==> src/rtl/cpu_run_ctrl_pkg.sv <==
// Shared definitions for the toy-CPU run controller: host op codes, controller
// states and default geometry of the CPU scan chain.
package cpu_run_ctrl_pkg;

  localparam int SCAN_LEN_DEF       = 19;
  localparam int CPU_RST_CYCLES_DEF = 2;

  typedef enum logic [2:0] {
    OP_NOP    = 3'd0,
    OP_WRITE  = 3'd1,
    OP_RUN    = 3'd2,
    OP_STEP   = 3'd3,
    OP_STOP   = 3'd4,
    OP_DUMP   = 3'd5,
    OP_CPURST = 3'd6,
    OP_SETPTR = 3'd7
  } op_e;

  typedef enum logic [2:0] {
    ST_CPURST = 3'd0,
    ST_IDLE   = 3'd1,
    ST_RUN    = 3'd2,
    ST_STEP   = 3'd3,
    ST_DUMP   = 3'd4
  } state_e;

  // A step count of zero encodes the full sixteen instructions.
  function automatic logic [4:0] stepCount(input logic [3:0] n);
    return (n == 4'd0) ? 5'd16 : {1'b0, n};
  endfunction

endpackage

==> src/rtl/cpu_run_ctrl_if.sv <==
// Host-side command and dump bus of the run controller; master is the host
// driver, slave is the controller.
interface cpu_run_ctrl_if #(
  parameter int SCAN_LEN = cpu_run_ctrl_pkg::SCAN_LEN_DEF
) ();
  import cpu_run_ctrl_pkg::*;

  logic                cmd_valid;
  logic                cmd_ready;
  op_e                 cmd_op;
  logic [7:0]          cmd_data;
  logic                cmd_err;
  logic                busy;
  logic                dump_valid;
  logic [SCAN_LEN-1:0] dump_data;

  modport master (
    output cmd_valid, cmd_op, cmd_data,
    input  cmd_ready, cmd_err, busy, dump_valid, dump_data
  );

  modport slave (
    input  cmd_valid, cmd_op, cmd_data,
    output cmd_ready, cmd_err, busy, dump_valid, dump_data
  );

endinterface

==> src/rtl/cpu_run_ctrl_scan_capture.sv <==
// Serial-to-parallel capture of the CPU scan chain; the first bit shifted in
// ends up in the MSB, and the result is published with a one-cycle strobe.
module cpu_run_ctrl_scan_capture #(
  parameter int SCAN_LEN = cpu_run_ctrl_pkg::SCAN_LEN_DEF
) (
  input  logic                clk,
  input  logic                rst_n,
  input  logic                shift_i,
  input  logic                load_i,
  input  logic                bit_i,
  output logic [SCAN_LEN-1:0] data_o,
  output logic                valid_o
);

  logic [SCAN_LEN-1:0] shift_q;
  logic [SCAN_LEN-1:0] shift_d;
  logic [SCAN_LEN-1:0] data_q;
  logic                valid_q;

  assign shift_d = {shift_q[SCAN_LEN-2:0], bit_i};

  // The load strobe coincides with the last shift, so the published word
  // already contains the final sampled bit.
  always_ff @(posedge clk) begin
    if (!rst_n) begin
      shift_q <= '0;
      data_q  <= '0;
      valid_q <= 1'b0;
    end else begin
      valid_q <= load_i;
      if (shift_i) shift_q <= shift_d;
      if (load_i)  data_q  <= shift_d;
    end
  end

  assign data_o  = data_q;
  assign valid_o = valid_q;

endmodule

==> src/rtl/cpu_run_ctrl.sv <==
// Run controller for the 4-bit toy CPU: sequences CPU reset, free-run, stepping
// and scan dumps, and arbitrates the shared 16x8 memory port between host and CPU.
module cpu_run_ctrl
  import cpu_run_ctrl_pkg::*;
#(
  parameter int SCAN_LEN       = SCAN_LEN_DEF,
  parameter int CPU_RST_CYCLES = CPU_RST_CYCLES_DEF
) (
  input  logic           clk,
  input  logic           rst_n,
  cpu_run_ctrl_if.slave  host,
  output logic           cpu_clk_en_o,
  output logic           cpu_rst_o,
  output logic           cpu_scan_en_o,
  input  logic           cpu_scan_out_i,
  input  logic           cpu_we_i,
  input  logic [3:0]     cpu_addr_i,
  input  logic [7:0]     cpu_wdata_i,
  output logic           mem_we_o,
  output logic [3:0]     mem_addr_o,
  output logic [7:0]     mem_wdata_o
);

  localparam int CNT_MAX0 = (SCAN_LEN > 16) ? SCAN_LEN : 16;
  localparam int CNT_MAX  = (CPU_RST_CYCLES > CNT_MAX0) ? CPU_RST_CYCLES : CNT_MAX0;
  localparam int CNT_W    = $clog2(CNT_MAX + 1);

  state_e             state_q, state_d;
  logic [CNT_W-1:0]   cnt_q, cnt_d;
  logic [3:0]         wptr_q, wptr_d;
  logic               cmdErr_q, cmdErr_d;

  logic               clkEn;
  logic               scanEn;
  logic               ready;
  logic               hostWe;
  logic               scanShift;
  logic               scanLoad;
  logic               handshake;
  logic               cpuOwnsPort;
  logic               dumpValid;
  logic [SCAN_LEN-1:0] dumpData;

  assign handshake = host.cmd_valid & host.cmd_ready;

  always_ff @(posedge clk) begin
    if (!rst_n) begin
      state_q  <= ST_CPURST;
      cnt_q    <= '0;
      wptr_q   <= 4'd0;
      cmdErr_q <= 1'b0;
    end else begin
      state_q  <= state_d;
      cnt_q    <= cnt_d;
      wptr_q   <= wptr_d;
      cmdErr_q <= cmdErr_d;
    end
  end

  // cnt_q is shared: reset hold length, remaining step cycles, or dump cycle index.
  always_comb begin
    state_d   = state_q;
    cnt_d     = cnt_q;
    wptr_d    = wptr_q;
    cmdErr_d  = 1'b0;
    clkEn     = 1'b0;
    scanEn    = 1'b0;
    ready     = 1'b0;
    hostWe    = 1'b0;
    scanShift = 1'b0;
    scanLoad  = 1'b0;

    case (state_q)
      ST_CPURST: begin
        clkEn = 1'b1;
        if (cnt_q >= CNT_W'(CPU_RST_CYCLES - 1)) begin
          state_d = ST_IDLE;
          cnt_d   = '0;
        end else begin
          cnt_d = cnt_q + 1'b1;
        end
      end

      ST_IDLE: begin
        ready = 1'b1;
        if (handshake) begin
          case (host.cmd_op)
            OP_WRITE: begin
              hostWe = 1'b1;
              wptr_d = wptr_q + 4'd1;
            end
            OP_SETPTR: wptr_d = host.cmd_data[3:0];
            OP_RUN:    state_d = ST_RUN;
            OP_STEP: begin
              state_d = ST_STEP;
              cnt_d   = CNT_W'(stepCount(host.cmd_data[3:0]));
            end
            OP_DUMP: begin
              state_d = ST_DUMP;
              cnt_d   = '0;
            end
            OP_CPURST: begin
              state_d = ST_CPURST;
              cnt_d   = '0;
            end
            default: ;
          endcase
        end
      end

      ST_RUN: begin
        clkEn = 1'b1;
        ready = 1'b1;
        if (handshake) begin
          if (host.cmd_op == OP_STOP) begin
            state_d = ST_IDLE;
          end else if (host.cmd_op == OP_CPURST) begin
            state_d = ST_CPURST;
            cnt_d   = '0;
          end else begin
            cmdErr_d = 1'b1;
          end
        end
      end

      ST_STEP: begin
        clkEn = 1'b1;
        if (cnt_q <= CNT_W'(1)) begin
          state_d = ST_IDLE;
          cnt_d   = '0;
        end else begin
          cnt_d = cnt_q - 1'b1;
        end
      end

      ST_DUMP: begin
        clkEn  = 1'b1;
        scanEn = 1'b1;
        // Cycle 0 lets the CPU capture its state; cycles 1..SCAN_LEN carry bits.
        scanShift = (cnt_q != '0);
        if (cnt_q == CNT_W'(SCAN_LEN)) begin
          scanLoad = 1'b1;
          state_d  = ST_IDLE;
          cnt_d    = '0;
        end else begin
          cnt_d = cnt_q + 1'b1;
        end
      end

      default: begin
        state_d = ST_CPURST;
        cnt_d   = '0;
      end
    endcase
  end

  cpu_run_ctrl_scan_capture #(.SCAN_LEN(SCAN_LEN)) u_scan (
    .clk     (clk),
    .rst_n   (rst_n),
    .shift_i (scanShift),
    .load_i  (scanLoad),
    .bit_i   (cpu_scan_out_i),
    .data_o  (dumpData),
    .valid_o (dumpValid)
  );

  // rst_n gates the visible controls so nothing fires in a reset cycle.
  assign host.cmd_ready  = ready & rst_n;
  assign host.cmd_err    = cmdErr_q & rst_n;
  assign host.busy       = (state_q != ST_IDLE) | ~rst_n;
  assign host.dump_valid = dumpValid & rst_n;
  assign host.dump_data  = dumpData;

  assign cpu_clk_en_o  = clkEn & rst_n;
  assign cpu_rst_o     = (state_q == ST_CPURST) | ~rst_n;
  assign cpu_scan_en_o = scanEn & rst_n;

  assign cpuOwnsPort = (state_q == ST_RUN) || (state_q == ST_STEP);
  assign mem_we_o    = rst_n & (cpuOwnsPort ? cpu_we_i : hostWe);
  assign mem_addr_o  = cpuOwnsPort ? cpu_addr_i  : wptr_q;
  assign mem_wdata_o = cpuOwnsPort ? cpu_wdata_i : host.cmd_data;

endmodule

==> src/flat_wrapper.sv <==
// flat-port wrapper written by rule: the top's interface ports become plain ports
module cpu_run_ctrl_flat import cpu_run_ctrl_pkg::*;
#(
  parameter int SCAN_LEN       = SCAN_LEN_DEF,
  parameter int CPU_RST_CYCLES = CPU_RST_CYCLES_DEF
)
  (clk, rst_n, cpu_clk_en_o, cpu_rst_o, cpu_scan_en_o, cpu_scan_out_i, cpu_we_i, cpu_addr_i, cpu_wdata_i, mem_we_o, mem_addr_o, mem_wdata_o, host_cmd_valid, host_cmd_op, host_cmd_data, host_cmd_ready, host_cmd_err, host_busy, host_dump_valid, host_dump_data);
  cpu_run_ctrl_if #(.SCAN_LEN(SCAN_LEN)) host_i ();
  input  logic clk;
  input  logic rst_n;
  output logic cpu_clk_en_o;
  output logic cpu_rst_o;
  output logic cpu_scan_en_o;
  input  logic cpu_scan_out_i;
  input  logic cpu_we_i;
  input  logic [3:0] cpu_addr_i;
  input  logic [7:0] cpu_wdata_i;
  output logic mem_we_o;
  output logic [3:0] mem_addr_o;
  output logic [7:0] mem_wdata_o;
  input wire logic [$bits(host_i.cmd_valid)-1:0] host_cmd_valid;
  input wire logic [$bits(host_i.cmd_op)-1:0] host_cmd_op;
  input wire logic [$bits(host_i.cmd_data)-1:0] host_cmd_data;
  output wire logic [$bits(host_i.cmd_ready)-1:0] host_cmd_ready;
  output wire logic [$bits(host_i.cmd_err)-1:0] host_cmd_err;
  output wire logic [$bits(host_i.busy)-1:0] host_busy;
  output wire logic [$bits(host_i.dump_valid)-1:0] host_dump_valid;
  output wire logic [$bits(host_i.dump_data)-1:0] host_dump_data;
  assign host_i.cmd_valid = host_cmd_valid;
  assign host_i.cmd_op = host_cmd_op;
  assign host_i.cmd_data = host_cmd_data;
  assign host_cmd_ready = host_i.cmd_ready;
  assign host_cmd_err = host_i.cmd_err;
  assign host_busy = host_i.busy;
  assign host_dump_valid = host_i.dump_valid;
  assign host_dump_data = host_i.dump_data;
  cpu_run_ctrl #(.SCAN_LEN(SCAN_LEN), .CPU_RST_CYCLES(CPU_RST_CYCLES)) u_core (.clk(clk), .rst_n(rst_n), .host(host_i), .cpu_clk_en_o(cpu_clk_en_o), .cpu_rst_o(cpu_rst_o), .cpu_scan_en_o(cpu_scan_en_o), .cpu_scan_out_i(cpu_scan_out_i), .cpu_we_i(cpu_we_i), .cpu_addr_i(cpu_addr_i), .cpu_wdata_i(cpu_wdata_i), .mem_we_o(mem_we_o), .mem_addr_o(mem_addr_o), .mem_wdata_o(mem_wdata_o));
endmodule
==> config.mk <==
export PLATFORM = sky130hd
export DESIGN_NAME = cpu_run_ctrl_flat
export DESIGN_NICKNAME = d
export VERILOG_FILES = /design/src/rtl/cpu_run_ctrl_pkg.sv /design/src/rtl/cpu_run_ctrl_if.sv /design/src/rtl/cpu_run_ctrl_scan_capture.sv /design/src/rtl/cpu_run_ctrl.sv /design/src/flat_wrapper.sv
export SDC_FILE = /design/constraint.sdc
export NUM_CORES = 1
export LEC_CHECK = 0
export BUFFER_PORTS_ARGS = -buffer_cell sky130_fd_sc_hd__buf_4
export CAP_MARGIN = 20
export CORE_ASPECT_RATIO = 1.75
export CORE_MARGIN = 10
export CORE_UTILIZATION = 48
export CTS_BUF_LIST = sky130_fd_sc_hd__clkbuf_16
export CTS_CLUSTER_DIAMETER = 80
export DETAILED_ROUTE_END_ITERATION = 8
export GPL_ROUTABILITY_DRIVEN = 0
export MAX_ROUTING_LAYER = met4
export PLACE_DENSITY = 0.77
export RECOVER_POWER = 100
export SYNTH_ARGS = -nofsm -noshare
export SYNTH_HDL_FRONTEND = slang
export SYNTH_SLANG_ARGS = --single-unit
==> constraint.sdc <==
create_clock -name clk -period 1.6 [get_ports clk]
set_input_delay 0.08 -clock clk [delete_from_list [all_inputs] [get_ports clk]]
set_output_delay 0.08 -clock clk [all_outputs]
set_load 0.02 [all_outputs]
==> flow_metrics.py, run 1 <==
metrics = {
    "outcome": {
        "status": "complete, but fails checks",
        "violations": "negative setup slack",
    },
    "floorplan": {
        "fp.dieArea_mm2": 0.00896,
        "row_count": 35,
        "start_util": 0.497,
        "core_area_mm2": 0.00530,
        "dieWidth_um": 76.0,
        "io_pins": 67,
        "fp.dieH_um": 118,
    },
    "finish": {
        "fin_cells": 482,
        "antennaDiodeCount": 0,
        "drive_gt1_frac": 0.301,
        "post-route-util": 0.677,
        "final_nets": 440,
        "area_growth_pct": 36.2,
    },
    "yosys": {
        "yosysSeqAreaShare": 0.388,
        "yosys_warnings": 0,
        "syn-instance-count": 327,
        "synth_edf_count": 0,
        "synth.net_count": 360,
        "synth_area_mm2": 0.00263,
        "synth_seq_cells": 51,
        "async_reset_ff_frac": 0,
        "ys_types": 58,
        "synth_flop_cell": "dfxtp_1",
        "synth.avg_cell_area_um2": 8.05,
    },
    "grt": {
        "first_global_vias": 2647,
        "grt_max_degree": 38,
        "grtUsageTotal": 0.162,
        "antenna_found_initial": 0,
        "grt_pass1_wl_mm": 12.0,
        "gr-total-overflow": 0,
    },
    "sta": {
        "rsz0062_at_grt": "true",
        "finalHoldViolCount": 0,
        "finalSetupViolCount": 5,
        "maxSlewHeadroom": 0.705,
        "tightest_slew_ps": 439,
        "fmax_mhz": 597,
        "drv_slew": 0,
        "period_minus_slack_ps": 1680,
        "skew_ps": 7.25,
        "period_share": 1.05,
        "setup_ws_ps": -75.2,
    },
    "detailed_routing": {
        "ant_nets": 0,
        "drc": 0,
        "vias_per_cell": 5.43,
        "met3_length_um": 267,
        "wl_met1_mm": 2.87,
        "drt_iter0_drc": 172,
        "maxUsedRoutingLayer": "met4",
        "vias": 2618,
        "firstDrtPassIters": 4,
        "wirelength_mm": 7.53,
        "wl_per_cell_um": 15.6,
        "wl_met2_mm": 4.17,
    },
    "clock_network": {
        "h-tree-depth": 2,
        "cts_sinks": 51,
        "cts_buffers": 5,
        "holdBufCountCts": 0,
        "clockBufferDepth": 2,
        "clk_latency_ps": 290,
        "cts_tree": "yes",
        "clkTransAtPathRegs_ps": 70,
        "cts-root-buf": "clkbuf_16",
    },
    "run": {
        "drv_cap": 0,
    },
    "pwr": {
        "p_leak_uw": 0.00135,
        "ir_drop_uv": 668,
        "power.density_mw_per_mm2": 1180,
    },
    "hold_path": {
        "holdPathStages": 2,
        "hp-start": "host_cmd_op[1]",
        "min_path_type": "in -> reg",
        "hold_path_end": "u_core.state_q[2]",
    },
    "critical_path": {
        "cp_num_buf_inv": 1,
        "crit_fanout": 3,
        "reg2reg_from": "u_core.cnt_q[1]",
        "cp-end-kind": "flop",
        "cp_top_family": "compound AO/OA/AOI/OAI gates",
        "r2r_slack_ps": -80,
        "startpoint": "u_core.cnt_q[1]",
        "startpoint_type": "flop",
        "worst_ep_required_time_ps": 1800,
        "reg2reg_to": "u_core.cnt_q[0]",
        "cp_slowest_cell": "dfxtp_4",
        "cp_cell_sequence": "inv_1, ha_1, nor4_2, a22oi_2, o21a_2, a2bb2oi_1, o21ai_1",
        "max_stage_delay_ps": 370,
        "path_class": "reg -> reg",
        "reg2reg_depth": 7,
        "arrival_ps": 1880,
    },
    "place": {
        "port_buffers": 66,
        "dp_cells": 468,
        "place_hpwl_mm": 5.46,
    },
}
[synthesized netlist by cell type (5+ instances only)]
cell type	instances	area [µm²]
nand2_1	87	327
dfxtp_1	51	1020
a21oi_1	48	240
mux2_2	12	135
nor2_1	11	41.3
buf_2	9	45.0
inv_1	9	33.8
nand3_1	8	40.0
clkbuf_1	6	22.5
o21ai_0	6	30.0
ha_1	5	62.6
[metal layers]
layer / vias up / GRT usage
met2: 77 / 0.304
li1: 1283 / -
met3: 17 / 0.0336
met5: - / -
met1: 1241 / 0.153
met4: 0 / 0.0655
[flip-flops by register name (all words and copies together), names as in the netlist]
name,count
u_core.u_scan.shift_q,18
u_core.u_scan.valid_o,1
u_core.state_q,3
u_core.u_scan.data_o,19
u_core.cmdErr_q,1
u_core.cnt_q,5
u_core.wptr_q,4
[power by group]
part | total [µW] | internal, µW | switching [µW]
registers | 1390 | 1330 | 64.4
logic | 1790 | 860 | 926
clock network | 1060 | 578 | 481
total | 4240 | 2770 | 1470
[metrics by stage]
step	hold WS, ps	instance area [µm²]	setup slack [ps]	TNS (ps)	power [µW]
2_1_floorplan	216	2640	1.15	0	2400
3_3_place_gp	343	3300	27.7	0	2900
3_5_place_dp	353	3300	-44.3	-130	2930
4_1_cts	50.1	3550	5.61	0	4110
5_1_grt	61.5	3590	-152	-884	4420
6_report	52.0	3590	-75.2	-257	4240
[cell families (layout without fill, tap and decap cells)]
kind of cell / Yosys count / count (layout) / synth area share
fa+ha+maj: 5 / 5 / 0.0238
compound gates: 83 / 83 / 0.199
simple gates: 137 / 137 / 0.248
xor+xnor: 6 / 6 / 0.0200
mux: 15 / 15 / 0.0627
buf+inv: 30 / 111 / 0.0585
flops: 51 / 51 / 0.388
[repair_timing]
| action | CTS | global route |
|---|---|---|
| setup buffers | 2 | 3 |
| pin swaps | 1 | 8 |
| gates cloned | 1 | 0 |
| gates resized for setup | 19 | 24 |
| setup endpoints to repair | 18 | 57 |
[placed cells by master, fill, tap and decap left out, drive strengths merged, types with 5 or more instances in the layout]
master	count
a21oi	49
buf	72
clkbuf	26
dfxtp	51
ha	5
inv	9
mux2	12
nand2	89
nand3	8
nor2	14
o21ai	9
[area by class of cell]
cell class / instances / area, µm²
flip-flops and latches: 51 / 1040
well taps: 74 / 92.6
clock buffers: 5 / 125
inverters: 10 / 37.5
clock inverters: 3 / 20.0
fillers: 431 / 1710
multi-input cells: 246 / 1540
repair buffers: 93 / 733
[how the worst max path moves through the flow]
stage / to / slack (ps) / cells past startpoint
floorplan: u_core.u_scan.data_o[10] / 1 / 7
global placement: u_core.cnt_q[4] / 30 / 6
detailed placement: u_core.cnt_q[2] / -40 / 6
CTS: u_core.state_q[0] / 6 / 7
global route: u_core.cnt_q[0] / -150 / 7
finish: u_core.cnt_q[0] / -80 / 7
No activity file was read; power rests on OpenSTA's default activity.
==> inputs of run 2 (changes only) <==
--- a/config.mk
+++ b/config.mk
@@ -20,3 +20,4 @@
 export SYNTH_ARGS = -nofsm -noshare
 export SYNTH_HDL_FRONTEND = slang
 export SYNTH_SLANG_ARGS = --single-unit
+export TNS_END_PERCENT = 20
==> run 2 against run 1 <==
  * Power decreased by 3.0%
  * Core utilization decreased by 1.5 points
  * The run still ends with negative setup slack left
  * Clock skew decreased by 1.2 ps
  * Sequential power about the same
==> flow_metrics.py, run 2 (synthesized netlist as in run 1, its figures left out) <==
metrics = {
    "detailed_routing": {
        "wl_per_cell_um": 15.1,
        "wirelength_mm": 7.24,
        "firstDrtPassIters": 4,
        "drc": 0,
        "drt_iter0_drc": 166,
        "ant_nets": 0,
        "vias_per_cell": 5.35,
        "vias": 2573,
    },
    "grt": {
        "grt_pass1_wl_mm": 11.8,
        "grtUsageTotal": 0.160,
        "gr-total-overflow": 0,
        "grt_max_degree": 38,
        "antenna_found_initial": 0,
        "first_global_vias": 2663,
    },
    "critical_path": {
        "cp-end-kind": "primary output",
        "max_stage_delay_ps": 340,
        "cp_slowest_cell": "dfxtp_1",
        "arrival_ps": 1540,
        "cp_cell_sequence": "clkbuf_2, nor3b_2, clkbuf_1, nand2_1, a21oi_2, buf_6",
        "path_class": "reg -> out",
        "worst_ep_required_time_ps": 1520,
        "crit_fanout": 4,
        "startpoint_type": "flop",
    },
    "floorplan": {
        "io_pins": 67,
        "start_util": 0.497,
        "fp.dieH_um": 118,
        "row_count": 35,
        "dieWidth_um": 76.0,
        "fp.dieArea_mm2": 0.00896,
        "core_area_mm2": 0.00530,
    },
    "sta": {
        "fmax_mhz": 619,
        "tightest_slew_ps": 399,
        "period_minus_slack_ps": 1620,
        "maxSlewHeadroom": 0.731,
        "setup_tns_ps": -69.8,
        "finalHoldViolCount": 0,
        "skew_ps": 6.10,
        "drv_slew": 0,
        "period_share": 1.01,
        "setup_ws_ps": -16.8,
        "rsz0062_at_grt": "true",
        "finalSetupViolCount": 7,
    },
    "finish": {
        "layout_common_cells": "nand2_1, buf_4, dfxtp_1, a21oi_1, clkbuf_1",
        "drive_gt1_frac": 0.280,
        "antennaDiodeCount": 0,
        "layout_commonest_cell": "nand2_1",
        "largest_reg_flops": 19,
        "final_nets": 439,
        "fillers": 461,
        "area_growth_pct": 33.1,
    },
    "place": {
        "dp_slack_ps": -44.3,
        "place_hpwl_mm": 5.46,
        "port_buffers": 66,
    },
    "clock_network": {
        "holdBufCountCts": 0,
        "h-tree-depth": 2,
        "cts_buffers": 5,
        "clk_latency_ps": 290,
        "cts_tree": "yes",
        "cts_sinks": 51,
        "clkTransAtPathRegs_ps": 70,
        "cts-root-buf": "clkbuf_16",
        "clockBufferDepth": 2,
    },
    "pwr": {
        "switchingPower_uw": 1410,
        "switching_share": 0.343,
        "p_leak_uw": 0.00130,
        "p_int_uw": 2700,
        "p_comb_frac": 0.409,
        "p_seq_frac": 0.338,
        "power.density_mw_per_mm2": 1170,
        "ir_drop_uv": 654,
        "clkPwrFrac": 0.253,
    },
    "outcome": {
        "violations": "negative setup slack",
        "status": "complete, but fails checks",
    },
    "hold_path": {
        "min_path_type": "in -> reg",
    },
    "run": {
        "drv_cap": 0,
    },
}
-- run 2: worst paths after layout --
kind,slack [ps],cells past startpoint,startpoint,to
max,-20,6,u_core.state_q[1],mem_we_o
min reg2reg,450,2,u_core.u_scan.data_o[15],u_core.u_scan.data_o[15]
min,50,2,host_cmd_op[1],u_core.state_q[2]
max reg2reg,-10,6,u_core.cnt_q[0],u_core.cnt_q[0]
-- run 2: through the flow --
stage          instance area (µm²)  power (µW)  cells  hold slack (ps)  utilization
3_3_place_gp                  3300        2900    468              343        0.624
3_5_place_dp                  3300        2930    468              353        0.624
4_1_cts                       3530        4070    479             50.1        0.666
5_1_grt                       3500        4310    481             59.4        0.661
6_report                      3500        4110    481             52.4        0.661
2_1_floorplan                 2640        2400    327              216            -
-- run 2: repair_timing --
action | 4_1_cts | 5_1_grt
setup endpoints to repair | 18 | 57
setup buffers | 2 | 2
gates cloned | 1 | 0
pin swaps | 1 | 11
resized for setup | 15 | 21
-- run 2: area by class of cell --
class / count / area, µm² / area share
Clock buffer: 5 / 125 / 0.0357
Clock inverter: 3 / 20.0 / 0.00571
Inverter: 10 / 40.0 / 0.0114
Multi-Input combinational cell: 246 / 1510 / 0.430
Sequential cell: 51 / 1030 / 0.295
Tap cell: 74 / 92.6 / 0.0264
Timing Repair Buffer: 92 / 688 / 0.196
-- run 2: power groups by stage --
stage	logic (µW)	registers [µW]	clock network [µW]
2_1_floorplan	1000	1390	0
3_3_place_gp	1490	1410	0
3_5_place_dp	1520	1410	0
4_1_cts	1630	1380	1060
5_1_grt	1810	1400	1110
6_report	1680	1390	1040
-- run 2: layer usage --
metal / vias up / routed length (µm) / global-route usage
met1: 1213 / 2800 / 0.149
li1: 1278 / - / -
met3: 13 / 227 / 0.0336
met2: 69 / 4040 / 0.300
met4: 0 / 173 / 0.0738
met5: - / 0 / -
-- run 2: worst max-delay path: cells and delay by family (launching register included) --
family          cells  cell delay, ps
simple gates        2             300
compound gates      1             150
flops               1             340
buf+inv             3             460
==> inputs of run 3 (changes only) <==
--- a/config.mk
+++ b/config.mk
@@ -5,9 +5,10 @@
 export SDC_FILE = /design/constraint.sdc
 export NUM_CORES = 1
 export LEC_CHECK = 0
+export ABC_AREA = 1
 export BUFFER_PORTS_ARGS = -buffer_cell sky130_fd_sc_hd__buf_4
 export CAP_MARGIN = 20
-export CORE_ASPECT_RATIO = 1.75
+export CORE_ASPECT_RATIO = 0.6
 export CORE_MARGIN = 10
 export CORE_UTILIZATION = 48
 export CTS_BUF_LIST = sky130_fd_sc_hd__clkbuf_16
==> run 3 against run 2 <==
  * Combinational power rose by 15%
  * Synthesized cell count is 27% higher
  * Setup slack gained 60 ps
  * Core utilization shrank 2.8 points
  * First-iteration DRC count grew 31%
  * Critical path type unchanged
  * Clock power hardly changed
  * Die area rose by 3.0%
  * Sequential share of layout area grew 0.079 points
  * The flow now finishes without violations
  * Routed wire length grew 6.0%
  * Hold slack got worse by 30 ps
==> flow_metrics.py, run 3 <==
metrics = {
    "clock_network": {
        "h-tree-depth": 2,
        "cts-root-buf": "clkbuf_16",
        "clockBufferDepth": 2,
        "clkTransAtPathRegs_ps": 70,
        "cts_sinks": 51,
        "cts_buffers": 5,
        "holdBufCountCts": 0,
        "clk_latency_ps": 290,
        "cts_tree": "yes",
    },
    "pwr": {
        "p_leak_uw": 0.00167,
        "total_power_uw": 4570,
        "power.density_mw_per_mm2": 1300,
        "ir_drop_uv": 676,
    },
    "grt": {
        "first_global_vias": 2616,
        "grt_pass1_wl_mm": 12.5,
        "grtUsageTotal": 0.162,
        "grt_max_degree": 49,
        "antenna_found_initial": 0,
        "gr-total-overflow": 0,
    },
    "floorplan": {
        "dieWidth_um": 118,
        "io_pins": 67,
        "fp.dieArea_mm2": 0.00923,
        "core_area_mm2": 0.00554,
        "fp.dieH_um": 78.5,
        "start_util": 0.494,
        "row_count": 21,
    },
    "sta": {
        "period_share": 0.973,
        "drv_slew": 0,
        "setup_ws_ps": 43.1,
        "fmax_mhz": 642,
        "finalSetupViolCount": 0,
        "maxSlewHeadroom": 0.725,
        "hold_ws_ps": 22.1,
        "tightest_slew_ps": 412,
        "rsz0062_at_grt": "true",
        "finalHoldViolCount": 0,
        "period_minus_slack_ps": 1560,
        "skew_ps": 4.47,
    },
    "yosys": {
        "synth.avg_cell_area_um2": 6.62,
        "netlist.area_leader.share": 0.373,
        "synthTopCellsByArea": "dfxtp_1, nor2_1, nand2_1",
        "ys_types": 29,
        "yosysTopAreaCell": "dfxtp_1",
        "syn-instance-count": 414,
        "synth_flop_cell": "dfxtp_1",
        "synth.net_count": 447,
        "yosys_warnings": 0,
        "async_reset_ff_frac": 0,
        "synth_commonest_cells": "nor2_1, nand2_1, dfxtp_1",
        "synth.most_common_cell": "nor2_1",
        "synth_edf_count": 0,
        "yosysSeqAreaShare": 0.373,
        "synth_area_mm2": 0.00274,
        "synth_seq_cells": 51,
    },
    "finish": {
        "antennaDiodeCount": 0,
        "multi_input_area_mm2": 0.00150,
        "stdcell_area_mm2": 0.00351,
        "post-route-util": 0.633,
        "final_nets": 519,
        "layout_common_cells": "nor2_1, nand2_1, buf_4, dfxtp_1, o21ai_0",
        "largest_reg_flops": 19,
        "area_growth_pct": 28.2,
        "fillers": 506,
        "register_area_mm2": 0.00104,
        "drive_gt1_frac": 0.234,
        "layout_commonest_cell": "nor2_1",
    },
    "hold_path": {
        "holdPathStages": 3,
        "min_path_type": "in -> reg",
    },
    "critical_path": {
        "reg2reg_depth": 9,
        "arrival_ps": 1480,
        "startpoint_type": "flop",
        "crit_fanout": 6,
        "r2r_slack_ps": 90,
        "worst_ep_required_time_ps": 1520,
        "cp-end-kind": "primary output",
        "path_class": "reg -> out",
    },
    "detailed_routing": {
        "wl_per_cell_um": 13.5,
        "drc": 0,
        "wirelength_mm": 7.68,
        "firstDrtPassIters": 7,
        "ant_nets": 0,
        "vias_per_cell": 5.05,
        "vias": 2861,
        "drt_iter0_drc": 218,
    },
    "outcome": {
        "status": "finished, final reports clean",
    },
    "place": {
        "place_area_mm2": 0.00328,
        "dp_slack_ps": 47.1,
        "port_buffers": 66,
        "place_hpwl_mm": 5.48,
    },
    "run": {
        "drv_cap": 0,
    },
}
run 3: cell type report:
type | instances | share of cell area
multi-input cells | 306 | 0.428
flip-flops and latches | 51 | 0.295
repair buffers | 78 | 0.151
inverters | 41 | 0.0485
clock buffers | 5 | 0.0356
well taps | 80 | 0.0285
clock inverters | 3 | 0.00677
repair inverters | 3 | 0.00641
run 3: what timing repair did:
action | in CTS | in global routing
pin swaps | 2 | 6
gates cloned | 0 | 3
endpoints found under the setup margin | 4 | 47
setup buffers | 3 | 2
resized for setup | 4 | 32
run 3: report_power, final:
| group | internal (µW) | leakage, µW | total [µW] | switching, µW |
|---|---|---|---|---|
| Combinational | 713 | 0.00118 | 1940 | 1230 |
| Clock | 588 | 0.0000717 | 1070 | 487 |
| Sequential | 1410 | 0.000415 | 1550 | 142 |
| Total | 2710 | 0.00167 | 4570 | 1860 |
run 3: per-stage QoR:
stage | std cells | setup TNS, ps
floorplan | 414 | 0
global placement | 551 | 0
detailed placement | 551 | 0
CTS | 562 | 0
global route | 567 | -110
finish | 567 | 0
run 3: kinds of logic (layout without fill, tap and decap cells):
kind of cell	count (synthesis)	after routing	share of synthesized area
DFF	51	51	0.373
buffers and inverters	57	130	0.0963
adders and majority gates	5	5	0.0228
and+or+nand+nor	229	229	0.370
xor gates and xnor gates	4	4	0.0128
AOI/OAI and AO/OA	68	68	0.126
run 3: worst paths after layout:
kind | end | startpoint
hold / removal | u_core.u_scan.data_o[0] | cpu_scan_out_i
hold reg to reg | u_core.cnt_q[0] | u_core.cnt_q[0]
setup reg to reg | u_core.u_scan.data_o[10] | u_core.state_q[0]
setup / recovery | mem_we_o | u_core.state_q[1]
run 3: per-layer routing:
| layer | GRT usage | wire, µm | part of all wire |
|---|---|---|---|
| met1 | 0.216 | 3620 | 0.47 |
| met2 | 0.246 | 3460 | 0.45 |
| met3 | 0.0321 | 542 | 0.071 |
| met4 | 0.0405 | 53 | 0.0069 |
| met5 | - | 0 | 0 |
run 3: critical path: stages, from the launching register on:
cell     delay (ps)
dfxtp_4         380
inv_2            70
nand3_4          90
buf_4           180
nor3_4          130
nand2_2          70
a21oi_2         140
buf_6           130
